File: src/rtl/sram2rw_fifo_ctrl.sv
// Ready/valid FIFO built on a 2-port SRAM macro (port 1 writes, port 2 reads).
// A 2-entry output buffer hides the macro's registered read latency.
module sram2rw_fifo_ctrl #(
    parameter int WIDTH  = 16,
    parameter int DEPTH  = 32,
    parameter int ADDR_W = 5
) (
    input  logic              clock,
    input  logic              reset,
    input  logic              enq_valid,
    output logic              enq_ready,
    input  logic [WIDTH-1:0]  enq_bits,
    output logic              deq_valid,
    input  logic              deq_ready,
    output logic [WIDTH-1:0]  deq_bits,
    output logic [ADDR_W:0]   count,
    output logic [ADDR_W-1:0] sram_a1,
    output logic              sram_csb1,
    output logic              sram_web1,
    output logic              sram_oeb1,
    output logic [WIDTH-1:0]  sram_i1,
    output logic [ADDR_W-1:0] sram_a2,
    output logic              sram_csb2,
    output logic              sram_web2,
    output logic              sram_oeb2,
    output logic [WIDTH-1:0]  sram_i2,
    input  logic [WIDTH-1:0]  sram_o2
);

    localparam int CNT_W = ADDR_W + 1;

    logic [ADDR_W-1:0] wptr, rptr;
    logic [CNT_W-1:0]  sram_cnt;
    logic              inflight;
    logic [1:0]        obuf_cnt;
    logic [WIDTH-1:0]  obuf_head, obuf_tail;
    logic              wfire, rfire, dfire;
    logic [2:0]        obuf_occ;

    assign enq_ready = !reset && (sram_cnt < CNT_W'(DEPTH));
    assign wfire     = enq_valid && enq_ready;
    assign deq_valid = !reset && (obuf_cnt != 2'd0);
    assign dfire     = deq_valid && deq_ready;

    // Slots the output buffer will need after this edge; issue a read only if one stays free.
    assign obuf_occ  = {1'b0, obuf_cnt} + {2'b00, inflight} - {2'b00, dfire};
    assign rfire     = !reset && (sram_cnt != '0) && (obuf_occ < 3'd2);

    assign count     = sram_cnt + CNT_W'(inflight) + CNT_W'(obuf_cnt);
    assign deq_bits  = obuf_head;

    assign sram_a1   = wptr;
    assign sram_csb1 = !wfire;
    assign sram_web1 = !wfire;
    assign sram_oeb1 = 1'b1;
    assign sram_i1   = enq_bits;

    assign sram_a2   = rptr;
    assign sram_csb2 = !rfire;
    assign sram_web2 = 1'b1;
    assign sram_oeb2 = !rfire;
    assign sram_i2   = '0;

    always_ff @(posedge clock) begin
        if (reset) begin
            wptr      <= '0;
            rptr      <= '0;
            sram_cnt  <= '0;
            inflight  <= 1'b0;
            obuf_cnt  <= 2'd0;
            obuf_head <= '0;
            obuf_tail <= '0;
        end else begin
            if (wfire) wptr <= wptr + 1'b1;
            if (rfire) rptr <= rptr + 1'b1;
            sram_cnt <= sram_cnt + CNT_W'(wfire) - CNT_W'(rfire);
            inflight <= rfire;
            case ({inflight, dfire})
                2'b10: begin
                    if (obuf_cnt == 2'd0) obuf_head <= sram_o2;
                    else                  obuf_tail <= sram_o2;
                    obuf_cnt <= obuf_cnt + 2'd1;
                end
                2'b01: begin
                    obuf_head <= obuf_tail;
                    obuf_cnt  <= obuf_cnt - 2'd1;
                end
                2'b11: begin
                    // Pop and push together: order preserved, occupancy unchanged.
                    if (obuf_cnt == 2'd1) begin
                        obuf_head <= sram_o2;
                    end else begin
                        obuf_head <= obuf_tail;
                        obuf_tail <= sram_o2;
                    end
                end
                default: ;
            endcase
        end
    end

endmodule

File: config.mk
export PLATFORM = sky130hd
export DESIGN_NAME = sram2rw_fifo_ctrl
export DESIGN_NICKNAME = d
export VERILOG_FILES = /design/src/rtl/sram2rw_fifo_ctrl.sv
export SDC_FILE = /design/constraint.sdc
export NUM_CORES = 1
export LEC_CHECK = 0
export ABC_AREA = 1
export CAP_MARGIN = 5
export CORE_MARGIN = 4
export CORE_UTILIZATION = 35
export DETAILED_ROUTE_END_ITERATION = 7
export PLACE_DENSITY = 0.76
export SLEW_MARGIN = 40
export SYNTH_ARGS = -nofsm -noshare
export SYNTH_HDL_FRONTEND = slang
export SYNTH_SLANG_ARGS = --single-unit
File: constraint.sdc
create_clock -name clock -period 3.4 [get_ports clock]
set_input_delay 0.34 -clock clock [delete_from_list [all_inputs] [get_ports clock]]
set_output_delay 0.34 -clock clock [all_outputs]
set_load 0.01 [all_outputs]
Word level (Yosys, flattened, before mapping) --
Cells that the tools add are included.
Word-level totals: input bits 36, register bits after elaboration 51, word-level logic and storage cells 50
Operators by class: add/subtract/negate cells 10, order comparisons 2, reduce and logical (&&, ||, !) cells 17, mux-type cells 7, equality and inequality tests 7
Operator list (count):
- $mux W16 | 4
- $pmux W16 S3 | 1
- $pmux W16 S2 | 1
- $add A6 B1 Y6 | 2
- $add A5 B1 Y5 const B | 2
- $add A6 B2 Y6 | 1
- $logic_and A1 B1 Y1 | 6
- $lt A6 B6 Y1 const B | 1
- $ne A2 B2 Y1 const B | 3
- $reduce_bool A2 Y1 | 3
- $reduce_bool A6 Y1 | 1
- $sub A6 B1 Y6 | 1
- $eq A2 B1 Y1 const B | 2
- $eq A2 B2 Y1 const B | 2
- $pmux W2 S2 | 1
- $add A2 B1 Y3 | 1
- $logic_not A1 Y1 | 3
- $lt A3 B2 Y1 const B | 1
- $reduce_and A3 Y1 | 1
- $reduce_bool A3 Y1 | 1
- $sub A3 B1 Y3 | 1
- $add A2 B1 Y2 const B | 1
- $logic_not A2 Y1 | 1
- $reduce_and A2 Y1 | 1
- $sub A2 B1 Y2 const B | 1

Depth between registers and ports, before layout --
word-level depth 7, depth in mapped cells 24, depth with buffers taken out 24

Worst setup path after synthesis --
OpenSTA, ideal clock, no wires.
path kind reg2reg, from register obuf_cnt[1], to register sram_cnt[4], period minus slack after synthesis 3.221 ns, path slack 0.179 ns, buffers on the path 0, arrival time 3.109 ns, stages on the path, launching flop included 23, data required time 3.287 ns, library setup time 0.113 ns, cell sequence dfxtp_1 -> inv_1 -> ha_1 -> nor2_4 -> nand2_4 -> nand2_1 -> nand3_1 -> fa_1 -> nand2_1 -> nor2_1 -> nand3_1 -> nand2_1 -> nand2_1 -> ha_1 -> inv_1 -> fa_1 -> inv_1 -> nand2_1 -> nand2_1 -> a21oi_1 -> nand2_1 -> nand2_1 -> nor2_1
Between the ends: cells in the longest elaborated chain, start to end 7
Ends and longest elaborated chain:
- start, declared | line 35 | logic [1:0] obuf_cnt;
- start signal, assigned | line 82 | obuf_cnt <= obuf_cnt + 2'd1;
- start signal, assigned | line 86 | obuf_cnt <= obuf_cnt - 2'd1;
- $reduce_bool A2 Y1 | line 42 | assign deq_valid = !reset && (obuf_cnt != 2'd0);
- $logic_and A1 B1 Y1 | line 42
- net deq_valid | line 13 | output logic deq_valid,
- $logic_and A1 B1 Y1 | line 43 | assign dfire = deq_valid && deq_ready;
- $sub A3 B1 Y3 | line 46 | assign obuf_occ = {1'b0, obuf_cnt} + {2'b00, inflight} - {2'b00, dfire};
- $lt A3 B2 Y1 | line 47 | assign rfire = !reset && (sram_cnt != '0) && (obuf_occ < 3'd2);
- $logic_and A1 B1 Y1 | line 47
- $sub A6 B1 Y6 | line 76 | sram_cnt <= sram_cnt + CNT_W'(wfire) - CNT_W'(rfire);
- end signal, assigned | line 76
- end, declared | line 33 | logic [CNT_W-1:0] sram_cnt;
The timed path passes the listed nets, and every way through them passes these cells. A chain may end at the register's enable or synchronous reset.

Worst setup path in the final report --
from register obuf_cnt[0], to output port sram_csb2
Between the ends: cells in the longest elaborated chain, start to end 7
Ends and longest elaborated chain:
- parallel branches: the longest is 3 deep, another holds $add A2 B1 Y3
- $sub A3 B1 Y3 (*) | line 46
- $lt A3 B2 Y1 (*) | line 47
- $logic_and A1 B1 Y1 (*) | line 47
- $logic_not A1 Y1 (*) | line 59 | assign sram_csb2 = !rfire;
- end, declared | line 23 | output logic sram_csb2,
Mark *: on every way between the ends.

==> Implementation_results.wiki <==
{| class="wikitable"
! Metric !! Value
|-
| Antenna diode count || 0
|-
| Global-route wire length before repair || 11300 µm
|-
| Number of nets with antenna violations after routing || 0
|-
| Top fanout value on the critical path || 6
|-
| Ordered list of cells on the worst path || inv_2 > ha_4 > nor2_4 > nand2_4 > inv_2 > nand2_1 > nand3_1 > fa_1 > nand2_1 > nor2_1 > nand3_1 > buf_4 > clkdlybuf4s50_1
|-
| DRT Pass-1 Iters || 4
|-
| TritonCTS clock tree || built
|-
| Ys async rst share || 0
|-
| Setup Viol. Count Final || 0
|-
| Fin Clk Skew || 6.20 ps
|-
| Post-layout net count || 541
|-
| Register area share after synthesis || 0.332
|-
| Post-synth top flop || sky130_fd_sc_hd__dfxtp_1
|-
| Critical path required time || 3060 ps
|-
| Number of distinct library cells after synthesis || 25
|-
| Clock buffer count from CTS || 5
|-
| H-tree Lvls || 2
|-
| Area growth, synth to finish || 20.0%
|-
| Busiest layer in global routing || met2
|-
| Worst Setup End Kind || output port
|-
| Dpl hpwl || 5010 µm
|-
| DP Worst Slack || 11.9 ps
|-
| Class of the tightest hold or removal check || reg -> reg
|-
| Syn. warnings || 0
|-
| Unrepaired setup endpoints after global routing || no
|-
| Routed len/inst || 11.5 µm
|-
| Count of buffers added by post-CTS timing repair for setup || 0
|-
| Avg Vias per Cell || 4.59
|-
| Total number of placement rows || 33
|-
| Core region area || 8380 µm²
|-
| Number of remaining DRC errors || 0
|-
| Detailed-route wire length || 6840 µm
|-
| Post-synth design cell area || 3080 µm²
|-
| Total negative slack || 0 ps
|-
| Cts-stage hold buffer count || 0
|-
| Final slew viol count || 0
|-
| Initial core utilization || 0.367
|-
| Met3 demand-to-capacity share in global routing || 0.0282
|-
| Number of enable-type register cells in the synthesized netlist || 0
|-
| I/O pin total || 108
|-
| Clk pin slew, worst setup/hold paths || 100 ps
|-
| Sink Count || 51
|-
| Initial antenna violation count || 0
|-
| Mean instance size in the synthesized netlist || 6.85 µm²
|-
| Crit path launch type || flop
|-
| Clock Root Buffer || sky130_fd_sc_hd__clkbuf_8
|-
| Die Span X || 102 µm
|-
| Worst reg-to-reg setup slack || 270 ps
|-
| Period utilization || 0.935
|-
| Clock latency of the later-clocked register in the worst-skew pair || 300 ps
|-
| Full die area || 10400 µm²
|-
| Total power density per cell area || 748 nW/µm²
|-
| Via count of the first global-routing pass || 2440
|-
| Worst supply voltage drop on vdd || 0.319 mV
|-
| Setup CP Type || reg -> out
|-
| Total overflow reported by the global router || 0
|-
| Die boundary height || 102 µm
|-
| Slowest Stage Delay on Critical Path || 540 ps
|-
| Maximum number of pins on one net before global-route repair || 33
|-
| Vias post-DR || 2721
|-
| CTS-repair resized insts || 0
|-
| Met2 global-route usage || 0.216
|-
| Master of the slowest instance on the critical path || sky130_fd_sc_hd__fa_1
|-
| Cell leakage power || 1.83 nW
|-
| Number of DRC markers after the initial detailed-route iteration || 107
|-
| Number of buffers on the longest clock path || 2
|-
| Final critical delay including setup and external delays || 3180 ps
|-
| Flip-flop and latch count after synthesis || 51
|-
| Total count of hold-check failures in the final report || 0
|-
| Gate Count Post-Synth || 449
|-
| Fraction of final layout cells sized beyond drive strength 1 || 0.0717
|-
| Met1 demand-to-capacity share in global routing || 0.183
|-
| Final setup slack of the worst path || 221 ps
|-
| Final weighted congestion in routability-driven placement || 0.882
|-
| Overall fraction of global-route tracks in use || 0.134
|-
| Number of port buffers || 57
|-
| Arrival time at the worst endpoint || 2840 ps
|-
| Highest Clock Rate || 315 MHz
|-
| Run status || completed
|-
| Count of maximum capacitance violations || 0
|}
[worst max-delay path, delay by kind of cell, from the launching register on]
kind,cells,cell delay [ps]
buffers and inverters,4,810
adders and majority gates,2,710
and+or+nand+nor,7,660
DFF,1,350
[layout make-up]
type | instances | area, µm²
Tap cell | 105 | 131
Clock buffer | 6 | 82.6
Clock inverter | 2 | 38.8
Multi-Input combinational cell | 299 | 1550
Inverter | 66 | 248
Fill cell | 848 | 4690
Timing Repair Buffer | 64 | 623
Sequential cell | 51 | 1020
[report_power, final]
| group | switching (mW) | internal (mW) |
|---|---|---|
| logic | 0.771 | 0.647 |
| registers | 0.119 | 0.772 |
| clock network | 0.209 | 0.242 |
[sequential cells by signal, summed over array words and instances (netlist names)]
name	count
deq_bits	16
inflight	1
obuf_cnt	2
obuf_tail	16
sram_a1	5
sram_a2	5
sram_cnt	6
[path summary, 6_finish.rpt]
| path | from | cells after the start | end |
|---|---|---|---|
| setup / recovery | obuf_cnt[0] | 13 | sram_csb2 |
| hold / removal | obuf_tail[12] | 2 | obuf_tail[12] |
| hold reg to reg | obuf_tail[12] | 2 | obuf_tail[12] |
| setup reg to reg | obuf_cnt[0] | 22 | sram_cnt[4] |
[cells in the final DEF (no fill, tap or decap), types with 6 or more instances in the layout]
| master | n |
|---|---|
| sky130_fd_sc_hd__nand2_1 | 114 |
| sky130_fd_sc_hd__inv_1 | 58 |
| sky130_fd_sc_hd__clkdlybuf4s50_1 | 57 |
| sky130_fd_sc_hd__nor2_1 | 55 |
| sky130_fd_sc_hd__dfxtp_1 | 50 |
| sky130_fd_sc_hd__nand3_1 | 27 |
| sky130_fd_sc_hd__conb_1 | 18 |
| sky130_fd_sc_hd__nand3b_1 | 16 |
| sky130_fd_sc_hd__o21ai_1 | 14 |
| sky130_fd_sc_hd__a21oi_1 | 12 |
| sky130_fd_sc_hd__ha_1 | 12 |
| sky130_fd_sc_hd__inv_2 | 8 |
| sky130_fd_sc_hd__xor2_1 | 7 |
| sky130_fd_sc_hd__buf_4 | 7 |
| sky130_fd_sc_hd__o21ai_0 | 6 |
| sky130_fd_sc_hd__clkbuf_8 | 6 |
[cell families after synthesis]
kind of cell | share of synthesized area
flops | 0.332
other cells | 0.00244
buf+inv | 0.190
compound gates | 0.0521
simple gates | 0.318
xor+xnor | 0.0228
fa+ha+maj | 0.0830
[per-layer routing]
metal / share of wire / wire length [µm] / up-vias
li1: - / - / 1384
met1: 0.46 / 3170 / 1255
met2: 0.47 / 3220 / 76
met3: 0.059 / 405 / 6
met4: 0.0064 / 44 / 0
met5: 0 / 0 / -
[Yosys cell counts, types with 7 or more instances]
cell,count,area share
sky130_fd_sc_hd__nand3_1,27,0.044
sky130_fd_sc_hd__buf_2,8,0.013
sky130_fd_sc_hd__inv_1,60,0.073
sky130_fd_sc_hd__xor2_1,7,0.020
sky130_fd_sc_hd__nor2_1,55,0.067
sky130_fd_sc_hd__a21oi_1,12,0.020
sky130_fd_sc_hd__ha_1,14,0.057
sky130_fd_sc_hd__o21ai_1,14,0.023
sky130_fd_sc_hd__dfxtp_1,51,0.33
sky130_fd_sc_hd__nand3b_1,16,0.039
sky130_fd_sc_hd__nand2_1,114,0.14
sky130_fd_sc_hd__buf_4,36,0.088
[per-stage QoR]
step | cell area [µm²] | cells | hold WS [ps] | util | power, mW
global placement | 3550 | 585 | 462 | 0.424 | 2.26
CTS | 3680 | 593 | 491 | 0.439 | 2.77
detailed placement | 3550 | 585 | 473 | 0.424 | 2.31
global route | 3690 | 593 | 518 | 0.441 | 3.01
finish | 3690 | 593 | 488 | 0.441 | 2.76
floorplan | 3140 | 465 | 454 | - | 1.80
Power figures use the tool's default switching activity.
